$ cat config.mk
export PLATFORM = sky130hd
export DESIGN_NAME = fifo_wr_arbiter_flat
export DESIGN_NICKNAME = d
export VERILOG_FILES = /design/src/rtl/fifo_arb_pkg.sv /design/src/rtl/fifo_wr_arbiter_if.sv /design/src/rtl/rr_pick_comb.sv /design/src/rtl/fifo_wr_arbiter.sv /design/src/flat_wrapper.sv
export SDC_FILE = /design/constraint.sdc
export NUM_CORES = 1
export LEC_CHECK = 0
export CORE_MARGIN = 3
export CORE_UTILIZATION = 30
export DETAILED_ROUTE_END_ITERATION = 12
export PLACE_DENSITY = 0.65
export SETUP_SLACK_MARGIN = 0.4
export SYNTH_ARGS = -nofsm -noshare
export SYNTH_HDL_FRONTEND = slang
export SYNTH_HIERARCHICAL = 1
export SYNTH_SLANG_ARGS = --single-unit
$ cat constraint.sdc
create_clock -name clk -period 1.99 [get_ports clk]
set_input_delay 0.398 -clock clk [delete_from_list [all_inputs] [get_ports clk]]
set_output_delay 0.398 -clock clk [all_outputs]
set_load 0.1 [all_outputs]
$ cat src/rtl/fifo_arb_pkg.sv
// Shared types and helpers for the FIFO write-port arbiter and its
// round-robin picker.
package fifo_arb_pkg;

    // Arbiter FSM states: waiting for a request, or streaming one burst.
    typedef enum logic [0:0] {
        IDLE  = 1'b0,
        BURST = 1'b1
    } arb_state_e;

    // Ceiling log2; used for index and counter widths (clog2(1) = 0).
    function automatic int clog2(input int n);
        int r;
        r = 0;
        for (int i = 0; i < 31; i++) begin
            if ((32'sd1 <<< i) < n) begin
                r = i + 1;
            end else begin
                r = r;
            end
        end
        return r;
    endfunction

    // Round-robin pick over up to eight requesters: returns the first set
    // bit of req scanning last+1, last+2, ... modulo n. When no bit is set
    // the result is last; callers qualify it with |req.
    function automatic logic [2:0] rr_pick(input logic [7:0] req,
                                           input logic [2:0] last,
                                           input int         n);
        logic [2:0] pick;
        logic       found;
        int         idx;
        pick  = last;
        found = 1'b0;
        for (int k = 1; k <= 8; k++) begin
            idx = (int'(last) + k) % n;
            if ((k <= n) && !found && req[idx[2:0]]) begin
                pick  = idx[2:0];
                found = 1'b1;
            end else begin
                found = found;
            end
        end
        return pick;
    endfunction

endpackage

$ cat src/rtl/fifo_wr_arbiter_if.sv
// Requester-side handshake plus FIFO write-port signals of the arbiter.
// The arbiter uses the master modport; the requesters/FIFO side uses slave.
interface fifo_wr_arbiter_if #(
    parameter int NUM_REQ = 4,
    parameter int DATA_W  = 8
);
    import fifo_arb_pkg::*;

    localparam int ID_W = clog2(NUM_REQ);

    logic [NUM_REQ-1:0]        in_valid;
    logic [NUM_REQ*DATA_W-1:0] in_data;
    logic [NUM_REQ-1:0]        in_ready;
    logic                      w_full;
    logic                      w_en;
    logic [DATA_W-1:0]         w_data;
    logic [ID_W-1:0]           grant_id;
    logic                      busy;

    modport master (
        input  in_valid, in_data, w_full,
        output in_ready, w_en, w_data, grant_id, busy
    );

    modport slave (
        output in_valid, in_data, w_full,
        input  in_ready, w_en, w_data, grant_id, busy
    );

endinterface

$ cat src/rtl/rr_pick_comb.sv
// Combinational round-robin priority picker, NUM_REQ (2..8) wide.
// pick is the first requester after 'last' in circular order; any flags
// that pick is meaningful.
module rr_pick_comb
    import fifo_arb_pkg::*;
#(
    parameter int NUM_REQ = 4,
    parameter int ID_W    = 2
) (
    input  logic [NUM_REQ-1:0] req,
    input  logic [ID_W-1:0]    last,
    output logic [ID_W-1:0]    pick,
    output logic               any
);

    logic [7:0] req_ext_s;
    logic [2:0] last_ext_s;
    logic [2:0] pick_ext_s;
    logic       unused_pick_hi_s;

    // Widen to the eight-requester helper and pick the next grantee.
    always_comb begin
        req_ext_s                 = 8'd0;
        req_ext_s[NUM_REQ-1:0]    = req;
        last_ext_s                = 3'd0;
        last_ext_s[ID_W-1:0]      = last;
        pick_ext_s                = rr_pick(req_ext_s, last_ext_s, NUM_REQ);
    end

    assign pick             = pick_ext_s[ID_W-1:0];
    assign any              = |req;
    assign unused_pick_hi_s = ^pick_ext_s;

endmodule

$ cat src/rtl/fifo_wr_arbiter.sv
// Shares one FIFO write port among NUM_REQ producers. Grants are
// round-robin and last for one burst: up to BURST_LEN accepted words, or
// until GAP_MAX consecutive idle (valid-low, not-full) cycles. A full FIFO
// stalls the burst without ending it. Handshake outputs are combinational
// so the FIFO write lands on the same edge as the requester handshake.
module fifo_wr_arbiter
    import fifo_arb_pkg::*;
#(
    parameter int NUM_REQ   = 4,
    parameter int DATA_W    = 8,
    parameter int BURST_LEN = 16,
    parameter int GAP_MAX   = 3
) (
    input  logic               clk,
    input  logic               rst,
    fifo_wr_arbiter_if.master  bus
);

    localparam int ID_W   = clog2(NUM_REQ);
    localparam int BCNT_W = clog2(BURST_LEN + 1);

    localparam logic [BCNT_W-1:0] BCNT_LAST  = BCNT_W'(BURST_LEN - 1);
    localparam logic [BCNT_W-1:0] BCNT_ONE   = BCNT_W'(1);
    localparam logic [3:0]        GAP_LAST   = 4'(GAP_MAX - 1);
    localparam logic [ID_W-1:0]   LAST_RESET = ID_W'(NUM_REQ - 1);

    arb_state_e        state_r, state_s;
    logic [ID_W-1:0]   grant_id_r, grant_id_s;
    logic [ID_W-1:0]   last_grant_r, last_grant_s;
    logic [ID_W-1:0]   pick_s;
    logic              any_req_s;
    logic [BCNT_W-1:0] bcnt_r, bcnt_s;
    logic [3:0]        gcnt_r, gcnt_s;
    logic              burst_end_s;

    logic [NUM_REQ-1:0] in_ready_s;
    logic               w_en_s;
    logic [DATA_W-1:0]  w_data_s;
    logic               grant_valid_s;

    rr_pick_comb #(
        .NUM_REQ (NUM_REQ),
        .ID_W    (ID_W)
    ) u_pick (
        .req  (bus.in_valid),
        .last (last_grant_r),
        .pick (pick_s),
        .any  (any_req_s)
    );

    // Zero-latency handshake: only the grantee sees ready, and only while
    // the FIFO has room; write data always follows the grantee's slice.
    always_comb begin
        in_ready_s    = '0;
        w_en_s        = 1'b0;
        grant_valid_s = bus.in_valid[grant_id_r];
        w_data_s      = bus.in_data[grant_id_r*DATA_W +: DATA_W];
        if (state_r == BURST) begin
            in_ready_s[grant_id_r] = ~bus.w_full;
            w_en_s                 = grant_valid_s & ~bus.w_full;
        end else begin
            in_ready_s = '0;
            w_en_s     = 1'b0;
        end
    end

    // Next state: grant selection in IDLE, word/gap counting and burst
    // termination in BURST. A full FIFO freezes both counters.
    always_comb begin
        state_s      = state_r;
        grant_id_s   = grant_id_r;
        last_grant_s = last_grant_r;
        bcnt_s       = bcnt_r;
        gcnt_s       = gcnt_r;
        burst_end_s  = 1'b0;
        case (state_r)
            IDLE: begin
                if (any_req_s) begin
                    state_s    = BURST;
                    grant_id_s = pick_s;
                    bcnt_s     = '0;
                    gcnt_s     = 4'd0;
                end else begin
                    state_s = IDLE;
                end
            end
            BURST: begin
                if (w_en_s) begin
                    bcnt_s      = bcnt_r + BCNT_ONE;
                    gcnt_s      = 4'd0;
                    burst_end_s = (bcnt_r == BCNT_LAST);
                end else if (!bus.w_full) begin
                    gcnt_s      = gcnt_r + 4'd1;
                    burst_end_s = (gcnt_r == GAP_LAST);
                end else begin
                    bcnt_s = bcnt_r;
                    gcnt_s = gcnt_r;
                end
                if (burst_end_s) begin
                    state_s      = IDLE;
                    last_grant_s = grant_id_r;
                end else begin
                    state_s = BURST;
                end
            end
            default: begin
                state_s = IDLE;
            end
        endcase
    end

    // State, grant and counter registers; reset aborts any burst at once.
    always_ff @(posedge clk or posedge rst) begin
        if (rst) begin
            state_r      <= IDLE;
            grant_id_r   <= '0;
            last_grant_r <= LAST_RESET;
            bcnt_r       <= '0;
            gcnt_r       <= 4'd0;
        end else begin
            state_r      <= state_s;
            grant_id_r   <= grant_id_s;
            last_grant_r <= last_grant_s;
            bcnt_r       <= bcnt_s;
            gcnt_r       <= gcnt_s;
        end
    end

    assign bus.in_ready = in_ready_s;
    assign bus.w_en     = w_en_s;
    assign bus.w_data   = w_data_s;
    assign bus.grant_id = grant_id_r;
    assign bus.busy     = (state_r == BURST);

endmodule
$ cat src/flat_wrapper.sv
// flat-port wrapper written by rule: the top's interface ports become plain ports
module fifo_wr_arbiter_flat import fifo_arb_pkg::*;
#(
    parameter int NUM_REQ   = 4,
    parameter int DATA_W    = 8,
    parameter int BURST_LEN = 16,
    parameter int GAP_MAX   = 3
)
  (clk, rst, bus_in_valid, bus_in_data, bus_w_full, bus_in_ready, bus_w_en, bus_w_data, bus_grant_id, bus_busy);
  fifo_wr_arbiter_if #(.NUM_REQ(NUM_REQ), .DATA_W(DATA_W)) bus_i ();
  input  logic clk;
  input  logic rst;
  input wire logic [$bits(bus_i.in_valid)-1:0] bus_in_valid;
  input wire logic [$bits(bus_i.in_data)-1:0] bus_in_data;
  input wire logic [$bits(bus_i.w_full)-1:0] bus_w_full;
  output wire logic [$bits(bus_i.in_ready)-1:0] bus_in_ready;
  output wire logic [$bits(bus_i.w_en)-1:0] bus_w_en;
  output wire logic [$bits(bus_i.w_data)-1:0] bus_w_data;
  output wire logic [$bits(bus_i.grant_id)-1:0] bus_grant_id;
  output wire logic [$bits(bus_i.busy)-1:0] bus_busy;
  assign bus_i.in_valid = bus_in_valid;
  assign bus_i.in_data = bus_in_data;
  assign bus_i.w_full = bus_w_full;
  assign bus_in_ready = bus_i.in_ready;
  assign bus_w_en = bus_i.w_en;
  assign bus_w_data = bus_i.w_data;
  assign bus_grant_id = bus_i.grant_id;
  assign bus_busy = bus_i.busy;
  fifo_wr_arbiter #(.NUM_REQ(NUM_REQ), .DATA_W(DATA_W), .BURST_LEN(BURST_LEN), .GAP_MAX(GAP_MAX)) u_core (.clk(clk), .rst(rst), .bus(bus_i));
endmodule
# Word-level counts from Yosys, hierarchy flattened
# Index checks and enable logic that the tools add are counted.
dict set report totals {
  input_bits 39
  out_inout_bits 16
  ff_bits 14
}
dict set report op_classes {
  bitwise 8
  magnitude_cmp 6
  n_reduce_logical 16
  addsub 6
  n_mux 34
  shifts 1
  eq_ne 5
}
# op count
set ops {}
lappend ops {{$shiftx A32 B6 Y8} 1}
lappend ops {{$lt A3 B4 Y1 const B} 4}
lappend ops {{$mux W4} 4}
lappend ops {{$mux W1} 15}
lappend ops {{$bmux W1 S3} 4}
lappend ops {{$mux W5} 2}
lappend ops {{$pmux W5 S2} 1}
lappend ops {{$mux W2} 4}
lappend ops {{$pmux W4 S2} 1}
lappend ops {{$reduce_and A2 Y1} 4}
lappend ops {{$reduce_or A2 Y1} 4}
lappend ops {{$add A5 B1 Y5 const B} 1}
lappend ops {{$eq A5 B4 Y1 const B} 1}
lappend ops {{$add A2 B1 Y2 const B} 2}
lappend ops {{$add A2 B2 Y2 const B} 2}
lappend ops {{$add A4 B1 Y4 const B} 1}
lappend ops {{$and A1 B1 Y1 const A} 4}
lappend ops {{$and A4 B4 Y4} 1}
lappend ops {{$eq A4 B2 Y1 const B} 1}
lappend ops {{$logic_and A1 B1 Y1} 4}
lappend ops {{$reduce_or A4 Y1} 1}
lappend ops {{$logic_not A1 Y1} 3}
lappend ops {{$lt A2 B3 Y1 const B} 1}
lappend ops {{$ne A3 B3 Y1 const B} 1}
lappend ops {{other kinds (8)} 9}

# Longest topological paths before layout
# Gate-level depths: netlist of the first run.
dict set report depth {
  ltp_word 15
  ltp_mapped 6
}

# Modules after synthesis
# Netlist of the first run, hierarchy kept.
# mod cells_each instances area_each_um2
set modules_own_cells {}
lappend modules_own_cells {fifo_wr_arbiter 86 1 974.7}
lappend modules_own_cells {rr_pick_comb 14 1 72.6}

# Worst setup path before layout of the first run
# OpenSTA, ideal clock, no wires.
dict set report synth_path {
  path_type {register to output}
  startpoint {register u_core.grant_id_r[1], in the netlist u_core/bus.grant_id[1]}
  endpoint {output bus_in_ready[2]}
  stages_incl_launch_ff 5
  required_ps 1592
  setup_slack_ps -1300
  t_arrival_ps 2892
  n_path_buf 2
  path_cell_list {dfrtp_1 buf_2 buf_1 inv_1 nor2_1}
}
dict set report synth_between {
  elab_chain_cells 6
}
# element line_no
set synth_rtl {}
lappend synth_rtl {{start, declared} fifo_wr_arbiter.sv:28} ;# logic [ID_W-1:0] grant_id_r, grant_id_s;
lappend synth_rtl {{start signal, assigned} fifo_wr_arbiter.sv:122} ;# grant_id_r <= grant_id_s;
lappend synth_rtl {{$lt A2 B3 Y1 (implied by the code) / $ge A2 B1 Y1 (equally long branches)} fifo_wr_arbiter.sv:59} ;# in_ready_s[grant_id_r] = ~bus.w_full;
lappend synth_rtl {{$logic_and A1 B1 Y1 (implied by the code)} fifo_wr_arbiter.sv:59}
lappend synth_rtl {{$mux W1 (implied by the code)} fifo_wr_arbiter.sv:59}
lappend synth_rtl {{$demux W1 S2 *} -}
lappend synth_rtl {{$and A4 B4 Y4 (no source line) *} -}
lappend synth_rtl {{$mux W4 *} fifo_wr_arbiter.sv:58} ;# if (state_r == BURST) begin
lappend synth_rtl {{end, declared} flat_wrapper.sv:16} ;# output wire logic [$bits(bus_i.in_ready)-1:0] bus_in_ready;
# Every way passes the cells marked *; elsewhere a longest branch is shown, timed or not.

# Worst setup path in the final report of the first run
dict set report layout_path {
  startpoint {register u_core.grant_id_r[0], in the netlist u_core/bus.grant_id[0]}
  endpoint {register u_core.last_grant_r[0]}
}
dict set report layout_between {
  elab_chain_cells 7
}
# element line_no
set layout_rtl {}
lappend layout_rtl {{$bmux W1 S2} fifo_wr_arbiter.sv:56} ;# grant_valid_s = bus.in_valid[grant_id_r];
lappend layout_rtl {{$mux W1 (implied by the code)} fifo_wr_arbiter.sv:56}
lappend layout_rtl {{$and A1 B1 Y1} fifo_wr_arbiter.sv:60} ;# w_en_s = grant_valid_s & ~bus.w_full;
lappend layout_rtl {{$mux W1} fifo_wr_arbiter.sv:58}
lappend layout_rtl {{$mux W1} fifo_wr_arbiter.sv:88} ;# if (w_en_s) begin
lappend layout_rtl {{$mux W1} fifo_wr_arbiter.sv:76} ;# case (state_r)
lappend layout_rtl {{$reduce_and A2 Y1 (no source line)} -}
lappend layout_rtl {{end signal, assigned} fifo_wr_arbiter.sv:123} ;# last_grant_r <= last_grant_s;
lappend layout_rtl {{end, declared} fifo_wr_arbiter.sv:29} ;# logic [ID_W-1:0] last_grant_r, last_grant_s;
# Several ways; a longest one is shown, not always the timed one. The select of a mux whose other input is x is not followed.
# A chain may end at the register's enable or synchronous reset.

==> results of run 1 <==
[state kept, by name, summed over array words and instances (netlist names)]
register             cells
u_core/bcnt_r            5
u_core/bus.busy          1
u_core/bus.grant_id      2
u_core/gcnt_r            4
u_core/last_grant_r      2
[worst register-to-register path, cell delays in order (launching register included)]
cell and delay [ns]:
dfrtp_4 0.50, or3b_4 0.43, o22ai_4 0.13, buf_4 0.14, buf_6 0.08, buf_6 0.09
mux2i_4 0.28, mux2_4 0.33
[final timing paths]
path,from,to,slack [ns],cells after the start
setup / recovery,u_core/bus.grant_id[0],u_core/last_grant_r[0],-0.06,7
max in group asynchronous,rst,u_core/bus.busy,1.13,2
setup reg to reg,u_core/bus.grant_id[0],u_core/last_grant_r[0],-0.06,7
hold / removal,rst,u_core/bcnt_r[1],0.45,2
min in group clk,u_core/bcnt_r[3],u_core/bcnt_r[3],0.50,1
hold reg to reg,u_core/bcnt_r[3],u_core/bcnt_r[3],0.50,1
[kinds of logic after synthesis]
| kind of cell | synth area share |
|---|---|
| muxes | 0.314 |
| DFF | 0.337 |
| AOI/OAI and AO/OA | 0.0836 |
| adders and majority gates | 0.0478 |
| and+or+nand+nor | 0.178 |
| buffers and inverters | 0.0311 |
| xor gates and xnor gates | 0.00836 |
[power by group]
group          switching (mW)  internal (mW)
Clock                  0.0942          0.111
Sequential              0.149          0.432
Combinational            1.70           1.29
[through the flow]
| stage | setup WS [ns] | total power, mW | utilization | setup TNS, ns |
|---|---|---|---|---|
| finish | -0.0595 | 3.78 | 0.677 | -0.447 |
| global route | -0.114 | 3.93 | 0.677 | -1.30 |
| CTS | -0.0659 | 3.74 | 0.665 | -0.644 |
| detailed placement | -0.185 | 3.30 | 0.611 | -1.23 |
| global placement | -0.175 | 3.25 | 0.611 | -1.02 |
| floorplan | -0.560 | 2.38 | - | -3.19 |
[cell type report]
class	count	area, µm²	area share
clock buffer	4	36.3	0.0169
inverter	5	18.8	0.00872
multi-input combinational	78	747	0.347
sequential	14	364	0.169
tap	44	55.1	0.0256
timing repair buffer	80	931	0.433
[metal layers]
metal / up-vias / track usage / wire length (µm)
met4: 0 / 0.0389 / 8
met2: 61 / 0.315 / 1850
li1: 526 / - / -
met1: 534 / 0.208 / 1390
met5: - / 0 / 0
met3: 2 / 0.0503 / 432
[what timing repair did]
item	in CTS	in global routing
endpoints found under the setup margin	28	25
pin swaps	4	0
gates resized for setup	27	5
setup buffers	8	3
[cell usage in the layout (no fill, tap or decap), types with 5 or more instances in the layout]
cell and count:
nand2_1 16, mux4_2 9, buf_4 16, dfrtp_1 9
dlygate4sd2_1 5, buf_6 9, clkdlybuf4s50_1 33, buf_12 16
nor2_4 5
==> out/summary.log, run 1 <==
qor: floorplanning.floorplan.die_area 0.00424 mm²
qor: drt.route.detailed.vias_per_inst 4.99
qor: drt.detail-route-antenna-nets 0
qor: setup_path.critical-path-max-stage-delay 0.50 ns
qor: drt.detail_route.iter0.violations 51
qor: run.cap_violations 0
qor: floorplanning.die_width 65.1 µm
qor: synth.synth_top_cells_by_count 16 x nand2_1, 12 x dfrtp_1, 11 x nor2_1
qor: floorplanning.num_io_pins 55
qor: setup_path.path_max_fanout 3
qor: floorplanning.die_height 65.1 µm
qor: synth.yosys_register_bits 14
qor: synth.synth_sequential_area_ratio 0.337
qor: finish.area_delta_synth_final 105%
qor: drt.vias 1123
qor: drt.route.detailed.drc 0
qor: synth.synth_most_common_cell nand2_1
qor: global_routing.antenna_found_initial 0
qor: synth.synth.largest_area_cell dfrtp_1
qor: global_routing.global_route_wire_length_before_repair 5690 µm
qor: synth.yosys_warnings 6
qor: power_and_ir_drop.vdd_ir_drop_max 0.000886 V
qor: clock_tree.clk_pin_slew_worst_paths 0.09 ns
qor: clock_tree.htree_levels 1
qor: sta.grt_setup_unrepaired true
qor: placed_design.port_buffers 54
qor: global_routing.grt_pass1_vias 1147
qor: setup_path.arrival_time_of_the_worst_setup_path 2.26 ns
qor: run_status.run_status finished with violations
qor: finish.nFillCells 241
qor: sta.finalSetupViolCount 14
qor: placed_design.dp_hpwl 2810 µm
qor: synth.netlist_instances 100
qor: sta.final_worst_setup_slack -0.0595 ns
qor: sta.post-route-min-period 2.05 ns
qor: synth.synthesis.area_per_instance 10.5 µm²
qor: global_routing.grt_overflow 0
qor: clock_tree.clock-root-buffer clkbuf_4
qor: sta.finalMaxSlewViolations 0
qor: finish.count_of_inserted_antenna_diode_cells 0
qor: finish.finalInstanceArea 0.00215 mm²
qor: placed_design.post_dp_cell_area 0.00194 mm²
qor: setup_path.critical-path-slowest-cell dfrtp_4
qor: global_routing.largest_net_degree_at_the_start_of_global_routing 15
qor: drt.routed_wirelength 3670 µm
qor: setup_path.element_type_at_the_critical_path_end register
qor: clock_tree.clock_tree_from_tritoncts done
qor: finish.final_nets 225
qor: clock_tree.cts_max_path_buffers 2
qor: synth.mappedNetlistNets 143
qor: placed_design.post-place-cells 210
qor: synth.count_of_flip_flops_with_a_built_in_enable_after_synthesis 0
qor: sta.timing.hold.ws 0.450 ns
qor: clock_tree.cts_hold_repair.buffers 0
qor: setup_path.path_buf_inv 3
qor: sta.worst_max_slew_margin_expressed_relative_to_the_limit 0.640
qor: placed_design.gpl.final_weighted_congestion 0.790
qor: power_and_ir_drop.power-per-cell-area 1760 mW/mm²
qor: clock_tree.clkLatencyLatePin 0.28 ns
qor: drt.drt-pass1-iter-count 4
qor: synth.dominantRegCellSynth dfrtp_1
qor: setup_path.cp_common_cell buf_6
qor: sta.clock_skew 0.00424 ns
qor: drt.post_drt_wl_per_cell 16.3 µm
qor: synth.yosys.area.top_type_share 0.287
qor: finish.layout-drive-gt1-share 0.448
qor: sta.max_freq 0.488 GHz
qor: synth.synthTopCellsByArea dfrtp_1 29%, mux4_2 19%, mux2i_1 6.7%
qor: worst_hold_path.worstHoldPathType input pin to asynchronous set/reset pin
qor: setup_path.cp_top_family multiplexers
qor: floorplanning.placeableCoreArea 0.00318 mm²
qor: synth.mappedNetlistArea 0.00105 mm²
qor: sta.worst_slew_pin_slew 0.540 ns
qor: run_status.failed_checks negative setup slack
qor: floorplanning.initial_core_util 0.330
qor: global_routing.global_route.usage.total 0.176
qor: clock_tree.cts.sinks 14
qor: sta.final_hold_viol_count 0
qor: power_and_ir_drop.leakage 0.911 nW
qor: clock_tree.numCtsBuffers 3
qor: floorplanning.fp-row-count 20
qor: sta.min_period_over_period 1.03
qor: setup_path.criticalPathCategory register to register
qor: synth.synth_cell_types 30
qor: setup_path.cp_cell_sequence or3b_4 -> o22ai_4 -> buf_4 -> buf_6 -> buf_6 -> mux2i_4 -> mux2_4
qor: synth.synth-async-reset-ratio 1.00
qor: setup_path.worstPathRequired 2.21 ns
qor: finish.instances_no_fill 225
qor: setup_path.timing.critical_path.from_type register
No activity file was read; power rests on OpenSTA's default activity.
==> run 2: changes to the inputs <==
--- a/config.mk
+++ b/config.mk
@@ -8,6 +8,7 @@
 export CORE_MARGIN = 3
 export CORE_UTILIZATION = 30
 export DETAILED_ROUTE_END_ITERATION = 12
+export MAX_ROUTING_LAYER = met4
 export PLACE_DENSITY = 0.65
 export SETUP_SLACK_MARGIN = 0.4
 export SYNTH_ARGS = -nofsm -noshare
==> run 2 against run 1 <==
Largest cell class unchanged. Non-clock buffer count unchanged. Cell area unchanged. Clock-buffer cell count did not move. Critical endpoint unchanged. Power hardly changed. The run still ends with negative setup slack left.
==> out/summary.log, run 2 (synthesized netlist as in run 1, its figures left out) <==
qor: floorplanning.initial_core_util 0.330 [unchanged]
qor: floorplanning.floorplan.die_area 0.00424 mm² [unchanged]
qor: clock_tree.cts.sinks 14 [unchanged]
qor: drt.drt-pass1-iter-count 4 [unchanged]
qor: global_routing.antenna_found_initial 0 [unchanged]
qor: global_routing.largest_net_degree_at_the_start_of_global_routing 15 [unchanged]
qor: setup_path.cp_top_family multiplexers
qor: finish.nFillCells 241 [unchanged]
qor: setup_path.element_type_at_the_critical_path_end register
qor: drt.routed_wirelength 3660 µm [-0.30%]
qor: setup_path.criticalPathCategory register to register
qor: clock_tree.clock_tree_from_tritoncts done
qor: sta.timing.hold.ws 0.448 ns [-0.00188 ns]
qor: global_routing.global_route_wire_length_before_repair 5690 µm [+0.12%]
qor: drt.detail-route-antenna-nets 0 [unchanged]
qor: global_routing.global_route.usage.total 0.181 [+0.00476]
qor: clock_tree.cts_max_path_buffers 2 [unchanged]
qor: floorplanning.num_io_pins 55 [unchanged]
qor: sta.worst_slew_pin_slew 0.530 ns [-0.00958 ns]
qor: finish.final_cell_mix 33 x clkdlybuf4s50_1, 16 x buf_12, 16 x nand2_1, 16 x buf_4
qor: global_routing.grt_overflow 0 [unchanged]
qor: drt.route.detailed.vias_per_inst 4.99 [about the same]
qor: sta.final_hold_viol_count 0 [unchanged]
qor: finish.count_of_inserted_antenna_diode_cells 0 [unchanged]
qor: setup_path.cp_cell_sequence or3b_4 -> o22ai_4 -> buf_4 -> buf_6 -> buf_6 -> mux2i_4 -> mux2_4
qor: sta.min_period_over_period 1.03 [about the same]
qor: setup_path.path_max_fanout 3 [unchanged]
qor: power_and_ir_drop.post-layout-total-power 3.77 mW [about the same]
qor: placed_design.dp_hpwl 2810 µm [unchanged]
qor: setup_path.cp_common_cell buf_6
qor: sta.grt_setup_unrepaired true
qor: placed_design.post_dp_cell_area 0.00194 mm² [unchanged]
qor: sta.finalSetupViolCount 14 [unchanged]
qor: sta.worst_max_slew_margin_expressed_relative_to_the_limit 0.646 [+0.00639]
qor: sta.post-route-min-period 2.05 ns [+0.000365 ns]
qor: finish.largestRegisters u_core/bcnt_r (5), u_core/gcnt_r (4)
qor: clock_tree.cts_hold_repair.buffers 0 [unchanged]
qor: sta.clock_skew 0.00343 ns [-0.000808 ns]
qor: setup_path.worstPathRequired 2.20 ns [about the same]
qor: power_and_ir_drop.power-per-cell-area 1750 mW/mm² [about the same]
qor: finish.finalInstanceArea 0.00215 mm² [unchanged]
qor: finish.area_delta_synth_final 105% [unchanged]
qor: drt.route.detailed.drc 0 [unchanged]
qor: global_routing.grt_pass1_vias 1146 [-0.087%]
qor: floorplanning.placeableCoreArea 0.00318 mm² [unchanged]
qor: drt.vias 1122 [-0.089%]
qor: drt.post_drt_wl_per_cell 16.3 µm [-0.30%]
qor: finish.largest_register_ffs 5 [unchanged]
qor: run_status.failed_checks negative setup slack
qor: power_and_ir_drop.vdd_ir_drop_max 0.000884 V [-0.17%]
qor: setup_path.path_buf_inv 3 [unchanged]
qor: run.cap_violations 0 [unchanged]
qor: setup_path.critical-path-max-stage-delay 0.50 ns [about the same]
qor: placed_design.port_buffers 54 [unchanged]
qor: sta.finalMaxSlewViolations 0 [unchanged]
qor: finish.post-route-util 0.677 [unchanged]
qor: floorplanning.die_height 65.1 µm [unchanged]
qor: worst_hold_path.worstHoldPathType input pin to asynchronous set/reset pin
qor: setup_path.arrival_time_of_the_worst_setup_path 2.26 ns [about the same]
qor: power_and_ir_drop.leakage 0.911 nW [unchanged]
qor: clock_tree.htree_levels 1 [unchanged]
qor: finish.largest-register u_core/bcnt_r
qor: drt.detail_route.iter0.violations 38 [-25%]
qor: clock_tree.numCtsBuffers 3 [unchanged]
qor: placed_design.gpl.final_weighted_congestion 0.801 [+1.4%]
qor: finish.layout-drive-gt1-share 0.448 [unchanged]
qor: run_status.run_status finished with violations
qor: clock_tree.clkLatencyLatePin 0.28 ns [about the same]
qor: setup_path.critical-path-slowest-cell dfrtp_4
qor: floorplanning.die_width 65.1 µm [unchanged]
qor: sta.max_freq 0.488 GHz [about the same]
qor: setup_path.timing.critical_path.from_type register
qor: finish.final_nets 225 [unchanged]
qor: clock_tree.clock-root-buffer clkbuf_4
qor: finish.final_common_cell clkdlybuf4s50_1
qor: sta.final_worst_setup_slack -0.0599 ns [-0.000365 ns]
qor: floorplanning.fp-row-count 20 [unchanged]
qor: clock_tree.clk_pin_slew_worst_paths 0.09 ns [about the same]
[run 2: metal layers]
layer  part of all wire  track usage
met1               0.38        0.207
met2               0.50        0.318
met3               0.12       0.0485
met4             0.0022       0.0389
met5                  0            -
[run 2: where the power goes]
group / total (mW) / internal, mW / switching, mW
Sequential: 0.581 / 0.432 / 0.149
Clock: 0.205 / 0.111 / 0.0935
Combinational: 2.99 / 1.29 / 1.70
[run 2: worst reg2reg max path: cells and delay by family (launching register included)]
kind                   cells  cell delay (ns)
and+or+nand+nor            1             0.43
DFF                        1             0.50
buffers and inverters      3             0.31
muxes                      2             0.61
AOI/OAI and AO/OA          1             0.13
[run 2: path summary, 6_finish.rpt]
| check | depth (start not counted) | start | slack, ns | to |
|---|---|---|---|---|
| setup / recovery | 7 | u_core/bus.grant_id[0] | -0.06 | u_core/last_grant_r[0] |
| hold / removal | 2 | rst | 0.45 | u_core/bus.grant_id[0] |
| min in group clk | 1 | u_core/bcnt_r[3] | 0.49 | u_core/bcnt_r[3] |
| setup reg to reg | 7 | u_core/bus.grant_id[0] | -0.06 | u_core/last_grant_r[0] |
| hold reg to reg | 1 | u_core/bcnt_r[3] | 0.49 | u_core/bcnt_r[3] |
| max in group asynchronous | 2 | rst | 1.14 | u_core/bus.busy |
[run 2: final cells by class]
class	count	area (µm²)	area share
timing repair buffer	80	931	0.433
multi-input combinational	78	747	0.347
sequential	14	364	0.169
tap	44	55.1	0.0256
clock buffer	4	36.3	0.0169
inverter	5	18.8	0.00872
[run 2: what timing repair did]
action | in CTS | in global routing
pin swaps | 4 | 0
setup endpoints to repair | 28 | 25
resized for setup | 27 | 5
buffers inserted | 8 | 3
[run 2: metrics by stage]
stage	setup TNS (ns)	setup WS [ns]	std cells
2_1_floorplan	-3.19	-0.560	100
3_3_place_gp	-1.02	-0.175	210
3_5_place_dp	-1.23	-0.185	210
4_1_cts	-0.644	-0.0659	222
5_1_grt	-1.30	-0.114	225
6_report	-0.432	-0.0599	225
